[config.mk]
export PLATFORM = sky130hd
export DESIGN_NAME = vector_sweeper
export DESIGN_NICKNAME = d
export VERILOG_FILES = /design/src/rtl/sweeper_pkg.sv /design/src/rtl/sig_misr.sv /design/src/rtl/vector_sweeper.sv
export SDC_FILE = /design/constraint.sdc
export NUM_CORES = 1
export LEC_CHECK = 0
export ABC_AREA = 1
export CORE_ASPECT_RATIO = 1.2
export CORE_MARGIN = 2
export CORE_UTILIZATION = 40
export CTS_CLUSTER_SIZE = 24
export DETAILED_ROUTE_END_ITERATION = 10
export PLACE_DENSITY = 0.66
export SLEW_MARGIN = 20
export SYNTH_ARGS = -nofsm -noshare
export SYNTH_HDL_FRONTEND = slang
export SYNTH_SLANG_ARGS = --single-unit
[constraint.sdc]
create_clock -name clk -period 2.2 [get_ports clk]
set_clock_uncertainty 0.1 [all_clocks]
set_input_delay 0.44 -clock clk [delete_from_list [all_inputs] [get_ports clk]]
set_output_delay 0.44 -clock clk [all_outputs]
set_load 0.02 [all_outputs]
[src/rtl/sweeper_pkg.sv]
// Shared types and sizing helpers for the exhaustive vector sweeper.
package sweeper_pkg;

    typedef enum logic [1:0] {
        StIdle,
        StSettle,
        StSample,
        StDone
    } state_e;

    localparam logic [15:0] SIG_POLY_DEFAULT = 16'h1021;

    function automatic int unsigned vec_count(int unsigned n_inputs);
        return 32'd1 << n_inputs;
    endfunction

    // One extra bit so a full sweep of all-ones responses does not wrap.
    function automatic int unsigned count_width(int unsigned n_inputs);
        return n_inputs + 1;
    endfunction

endpackage

[src/rtl/sig_misr.sv]
// 16-bit serial signature register: shift left, fold in POLY on MSB carry-out, XOR in bit_in.
module sig_misr
    import sweeper_pkg::*;
#(
    parameter logic [15:0] POLY = SIG_POLY_DEFAULT
) (
    input  logic        clk,
    input  logic        rst,
    input  logic        clr,
    input  logic        en,
    input  logic        bit_in,
    output logic [15:0] sig
);

    logic [15:0] sig_q;
    logic [15:0] sig_d;

    always_comb begin
        sig_d = sig_q;
        if (clr) begin
            sig_d = '0;
        end else if (en) begin
            sig_d = {sig_q[14:0], 1'b0} ^ (sig_q[15] ? POLY : 16'h0000) ^ {15'b0, bit_in};
        end
    end

    always_ff @(posedge clk) begin
        if (rst) begin
            sig_q <= '0;
        end else begin
            sig_q <= sig_d;
        end
    end

    assign sig = sig_q;

endmodule

[src/rtl/vector_sweeper.sv]
// Drives every input combination in binary order, holds each for a settle time,
// then samples a single-bit response into a ones-count and a serial signature.
module vector_sweeper
    import sweeper_pkg::*;
#(
    parameter int unsigned N_INPUTS      = 6,
    parameter int unsigned SETTLE_CYCLES = 2,
    parameter logic [15:0] SIG_POLY      = SIG_POLY_DEFAULT
) (
    input  logic                             clk,
    input  logic                             rst,
    input  logic                             start,
    input  logic                             w_in,
    output logic [N_INPUTS-1:0]              vec,
    output logic                             busy,
    output logic                             done,
    output logic [count_width(N_INPUTS)-1:0] ones_count,
    output logic [15:0]                      signature
);

    localparam int unsigned ONES_W = count_width(N_INPUTS);
    localparam int unsigned CNT_W  = (SETTLE_CYCLES > 1) ? $clog2(SETTLE_CYCLES) : 1;
    localparam logic [CNT_W-1:0] SETTLE_LAST = CNT_W'(SETTLE_CYCLES - 1);

    state_e              state_q, state_d;
    logic [N_INPUTS-1:0] vec_q, vec_d;
    logic                busy_q, busy_d;
    logic                done_q, done_d;
    logic [ONES_W-1:0]   ones_q, ones_d;
    logic [CNT_W-1:0]    cnt_q, cnt_d;
    logic                misr_clr;
    logic                misr_en;

    always_comb begin
        state_d  = state_q;
        vec_d    = vec_q;
        busy_d   = busy_q;
        done_d   = done_q;
        ones_d   = ones_q;
        cnt_d    = cnt_q;
        misr_clr = 1'b0;
        misr_en  = 1'b0;

        unique case (state_q)
            StIdle, StDone: begin
                if (start) begin
                    state_d  = StSettle;
                    vec_d    = '0;
                    ones_d   = '0;
                    cnt_d    = '0;
                    busy_d   = 1'b1;
                    done_d   = 1'b0;
                    misr_clr = 1'b1;
                end
            end
            StSettle: begin
                if (cnt_q == SETTLE_LAST) begin
                    state_d = StSample;
                    cnt_d   = '0;
                end else begin
                    cnt_d = cnt_q + CNT_W'(1);
                end
            end
            StSample: begin
                misr_en = 1'b1;
                ones_d  = ones_q + ONES_W'(w_in);
                // Last vector stays on the bus after completion.
                if (&vec_q) begin
                    state_d = StDone;
                    busy_d  = 1'b0;
                    done_d  = 1'b1;
                end else begin
                    vec_d   = vec_q + N_INPUTS'(1);
                    state_d = StSettle;
                end
            end
            default: state_d = StIdle;
        endcase
    end

    always_ff @(posedge clk) begin
        if (rst) begin
            state_q <= StIdle;
            vec_q   <= '0;
            busy_q  <= 1'b0;
            done_q  <= 1'b0;
            ones_q  <= '0;
            cnt_q   <= '0;
        end else begin
            state_q <= state_d;
            vec_q   <= vec_d;
            busy_q  <= busy_d;
            done_q  <= done_d;
            ones_q  <= ones_d;
            cnt_q   <= cnt_d;
        end
    end

    sig_misr #(
        .POLY(SIG_POLY)
    ) u_sig_misr (
        .clk   (clk),
        .rst   (rst),
        .clr   (misr_clr),
        .en    (misr_en),
        .bit_in(w_in),
        .sig   (signature)
    );

    assign vec        = vec_q;
    assign busy       = busy_q;
    assign done       = done_q;
    assign ones_count = ones_q;

endmodule

======== Word level (Yosys, flattened, before mapping) ========
Index checks and enable logic that the tools add are counted.
storage, ports and cells
  word-level logic and storage cells ...... 51
  input port bits ......................... 4
  output and inout port bits .............. 31
  bits in registers ....................... 34
cells by class
  equality and inequality tests ........... 7
  reduce and logical (&&, ||, !) cells .... 11
  bitwise gates (word level) .............. 2
  muxes and demuxes ....................... 21
  add/subtract/negate cells ............... 3
operators by type and width
  operator                                       count
  XOR 16 x 1 -> 16 bit                           1
  XOR 16 bit                                     1
  case mux 7 bit (2 select lines)                1
  2-to-1 mux 13 bit                              1
  2-to-1 mux 6 bit                               2
  case mux 6 bit (2 select lines)                1
  2-to-1 mux 1 bit                               8
  != test 2 bit, second input constant           4
  adder 7 x 1 -> 7 bit                           1
  2-to-1 mux 7 bit                               1
  adder 6 x 1 -> 6 bit, second input constant    1
  2-to-1 mux 2 bit                               3
  case mux 1 bit (2 select lines)                3
  case mux 2 bit (3 select lines)                1
  AND reduction 2 bit                            3
  AND reduction 3 bit                            2
  AND reduction 6 bit                            1
  == test 2 bit, second input constant           2
  nonzero test 2 bit                             2
  OR reduction 2 bit                             2
  == test 2 x 1 -> 1 bit, second input constant  1
  logical NOT 2 bit                              1
  adder 1 bit, second input constant             1

======== Depth between registers and ports, before layout ========
  depth after elaboration ................. 4
  mapped depth ............................ 9
  gate-level depth less buffers ........... 9

======== By module ========
From an unflattened synthesis, not the netlist that was laid out.
second synthesis, totals
  cells, all modules ...................... 231
  area total of the unflattened synthesis .. 1,716.6 µm²
modules (own cells, without submodules)
  module          times used  area each (µm²)  cells each  sequential area each (µm²)
  vector_sweeper  1           1,037.2          143         360.3
  sig_misr        1           679.4            88          320.3

======== Worst setup path before layout ========
No wires, ideal clock.
  kind .................................... register to register
  from .................................... register state_q[0]
  to ...................................... register ones_q[4] (netlist: ones_count[4])
  clock period less this slack ............ 1.536 ns
  setup slack ............................. 0.664 ns
  arrival time ............................ 1.373 ns
  library setup time ...................... 0.064 ns
  cell stages (with the launch flop) ...... 9
  required time ........................... 2.036 ns
  path buffers ............................ 1
  cell sequence ........................... dfxtp_1 inv_1 ha_1 o21ai_2 buf_6 nand4_1 nand2_1 inv_1 nor2_1
between the ends
  cells in the longest elaborated chain, start to end .. 4
  elaborated cells between the ends (all ways) .. 8
  those cells by class .................... eq/ne (3); mux (1); reduce/logical (4)
RTL lines
  item                                                                  line                  source
  start: declaration                                                    vector_sweeper.sv:25  state_e state_q, state_d;
  start signal: assignment                                              vector_sweeper.sv:83  state_q <= StIdle;
  start signal: assignment                                              vector_sweeper.sv:90  state_q <= state_d;
  == test 2 bit or logical NOT 2 bit (tied branches)                    vector_sweeper.sv:44  unique case (state_q)
  OR reduction 2 bit                                                    vector_sweeper.sv:44
  != test 2 bit (no source line) or nonzero test 2 bit (tied branches)  n/a
  AND reduction 2 bit (no source line)                                  n/a
  end signal: assignment                                                vector_sweeper.sv:94  ones_q <= ones_d;
  end: declaration                                                      vector_sweeper.sv:29  logic [ONES_W-1:0] ones_q, ones_d;
Several ways; a longest one is shown, not always the timed one.
A chain may end at the register's enable or synchronous reset.

======== Worst setup path in the final report ========
  from .................................... register state_q[0]
  to ...................................... register vec_q[3] (netlist: vec[3])
between the ends
  cells in the longest elaborated chain, start to end .. 4
  elaborated cells between the ends (all ways) .. 9
  those cells by class .................... eq/ne (4); mux (1); reduce/logical (4)
RTL lines
  item                                                                  line                  source
  == test 2 bit or logical NOT 2 bit (tied branches)                    vector_sweeper.sv:44
  OR reduction 2 bit                                                    vector_sweeper.sv:44
  != test 2 bit (no source line) or nonzero test 2 bit (tied branches)  n/a
  AND reduction 3 bit (no source line)                                  n/a
  end signal: assignment                                                vector_sweeper.sv:91  vec_q <= vec_d;
  end: declaration                                                      vector_sweeper.sv:26  logic [N_INPUTS-1:0] vec_q, vec_d;
Several ways; a longest one is shown, not always the timed one.

==> flow_metrics.tcl <==
set metrics [dict create \
    status "finished, final reports clean" \
    min_path_cells 2 \
    die_w_um 60.99 \
    core_um2 3694 \
    finalNetCount 271 \
    rows 24 \
    grt_max_degree 22 \
    syn2layout_area_growth_pct 34.99 \
    worstPathRequired_ns 2.28 \
    cts-resized-gates 0 \
    grt.busiest_layer "met2" \
    tns_ns 0 \
    synth_edf_count 0 \
    r2r_cells 6 \
    clk_transition_reported_paths_ns 0.07 \
    io-pin-count 35 \
    fp.dieArea_um2 4415 \
    cts_hold_buffers 0 \
    die_h_um 72.39 \
    met3_usage_pct 6.239 \
    diodes 0 \
    start_util_pct 42.21 \
    vias_per_cell 4.573 \
    p_switching_uw 471.9 \
    max_slew_margin_pct 60.03 \
    r2r_start "state_q[0]" \
    synth_simple_gate_area_share_pct 27.29 \
    leakagePower_nw 0.8381 \
    drc_errors 0 \
    rrSetupSlack_ns 0.22 \
    worstMarginPinSlew_ns 0.5994 \
    powerDensity_nw_per_um2 811.1 \
    seqPwrFrac_pct 38.8 \
    place_hpwl_mm 2.302 \
    grt.total_usage_pct 17.29 \
    finish.utilization_pct 56.98 \
    firstDrtPassIters 4 \
    gp_congestion 0.8154 \
    critPathCaptureType "register" \
    worstSetupPathType "reg2reg" \
    clk_path_buf_depth 2 \
    met1_usage_pct 20.44 \
    min_from "vec[4]" \
    clockPowerShare_pct 42.2 \
    synthMuxAreaShare_pct 0 \
    postCtsSetupBuffers 0 \
    rsz0062_at_grt "no" \
    yosysTopAreaCellShare_pct 43.66 \
    synth_cells 222 \
    combPwrFrac_pct 19.0 \
    finalCriticalPeriod_ns 1.979 \
    cts_buffers 5 \
    cts_root_buffer "clkbuf_8" \
    max_cap_violations 0 \
    synth-compound-area-share_pct 12.76 \
    synth-seq-area-share_pct 43.66 \
    hold_violations 0 \
    synth_most_common_cell "nand2_1" \
    cp_cell_sequence "inv_1 > ha_1 > o21ai_2 > nand2_1 > o21ai_0 > nor2_1" \
    fill_cells 356 \
    yosysWarnings 0 \
    antenna_found_initial 0 \
    htreeDepth 2 \
    synth_top_family_by_area "simple AND/OR/NAND/NOR gates" \
    cts_tree "yes" \
    grt_pass1_wl_mm 5.782 \
    ir_worst_vdd_mv 0.4580 \
    cp_slowest_stage_delay_ns 0.52 \
    hold_end "vec[4]" \
    crit_slowest_cell "o21ai_2" \
    power_switching_share_pct 27.65 \
    drive_gt1_share_pct 6.489 \
    crit_arrival_ns 2.06 \
    portBuffers 34 \
    synth_adder_area_share_pct 4.815 \
    synth_common_cells "65 x nand2_1, 34 x dfxtp_1, 29 x inv_1, 27 x a21oi_1, 21 x nor2_1" \
    setup_viol 0 \
    totalWireLength_mm 3.323 \
    internal_power_mw 1.235 \
    fmax_mhz 505.4 \
    vias 1436 \
    yosys.area_share.xor_xnor_pct 1.685 \
    period_share_pct 89.94 \
    synth_area_leaders "dfxtp_1 44%, nand2_1 16%, a21oi_1 8.7%" \
    syn_area_per_cell_um2 7.022 \
    regToRegEndpoint "vec[3]" \
    ys_seq_elements 34 \
    global_route.usage.met2_pct 28.67 \
    netlist-cell-type-count 20 \
    syn-cell-area_um2 1559 \
    crit_fanout 16 \
    clock_latency_ns 0.29 \
    routedWlPerCell_um 10.58 \
    grt_pass1_vias 1368 \
    async_flop_share_pct 0 \
    yosys.area.top_type "dfxtp_1" \
    crit_path_start_kind "register" \
    ys.flop_type "dfxtp_1" \
    drtIter0Drc 70 \
    cts.sinks 34 \
    grt-ovfl-total 0 \
    ant_nets 0 \
    syn-num-nets 232 \
    drv_slew 0 \
    hp-class "reg2reg" \
]
==> per-layer routing <==
metal,routed length [µm],vias up
met5,0,-
met4,47,0
met3,176,5
met2,1563,33
met1,1536,628
li1,-,770
==> sequential cells by signal (all words and copies together) (netlist names) <==
name,count
u_sig_misr.sig,16
done,1
busy,1
vec,6
state_q,2
cnt_q,1
ones_count,7
==> power groups by stage <==
stage,Combinational (mW),Sequential (mW),Clock (mW)
2_1_floorplan,0.236,0.687,0
3_3_place_gp,0.325,0.676,0
3_5_place_dp,0.329,0.677,0
4_1_cts,0.331,0.662,0.733
5_1_grt,0.379,0.666,0.761
6_report,0.325,0.662,0.720
==> worst max-delay path, delay by kind of cell (launching register included) <==
family | cells | cell delay [ns]
fa+ha+maj | 1 | 0.35
simple gates | 2 | 0.29
compound gates | 2 | 0.71
buf+inv | 1 | 0.07
flops | 1 | 0.36
==> area by class of cell <==
type | count | area (µm²) | area share [%]
multi-input cells | 151 | 725.7 | 34.48
flip-flops and latches | 34 | 680.7 | 32.34
repair buffers | 39 | 377.9 | 17.95
inverters | 30 | 112.6 | 5.351
clock buffers | 6 | 82.58 | 3.924
well taps | 52 | 65.06 | 3.092
clock inverters | 2 | 60.06 | 2.854
==> stage by stage <==
stage	setup slack, ns	hold slack, ns	area [µm²]	total power, mW	instances
finish	0.2213	0.3794	2105	1.707	314
global route	0.01393	0.4049	2105	1.806	314
CTS	0.2102	0.3805	2105	1.726	314
detailed placement	0.2018	0.3687	1962	1.006	306
global placement	0.2286	0.3666	1962	1.001	306
floorplan	0.6636	0.3531	1559	0.9225	222
==> placed cells by master (no fill, tap or decap), types with 2 or more instances in the layout <==
master | Yosys | final
nand2_1 | 65 | 65
dfxtp_1 | 34 | 34
clkdlybuf4s50_1 | 0 | 34
inv_1 | 29 | 29
a21oi_1 | 27 | 27
nor2_1 | 21 | 21
o21ai_0 | 11 | 11
nand3_1 | 8 | 8
ha_1 | 6 | 6
clkbuf_8 | 0 | 6
buf_4 | 0 | 5
xor2_1 | 3 | 3
nand3b_1 | 3 | 3
nand4_1 | 2 | 2
bufinv_16 | 0 | 2
==> worst max path at each step <==
stage	start	end	slack, ns	cells past startpoint
6_report	state_q[0]	vec[3]	0.22	6
5_1_grt	state_q[0]	ones_count[4]	0.01	6
4_1_cts	state_q[0]	vec[3]	0.21	6
3_5_place_dp	start	vec[3]	0.20	6
3_3_place_gp	start	vec[3]	0.23	6
2_1_floorplan	state_q[0]	ones_count[4]	0.66	8
==> kinds of logic after synthesis <==
family | count (synthesis)
AOI/OAI and AO/OA | 39
adders and majority gates | 6
and+or+nand+nor | 103
xor gates and xnor gates | 3
buffers and inverters | 37
DFF | 34
Power figures use the tool's default switching activity.
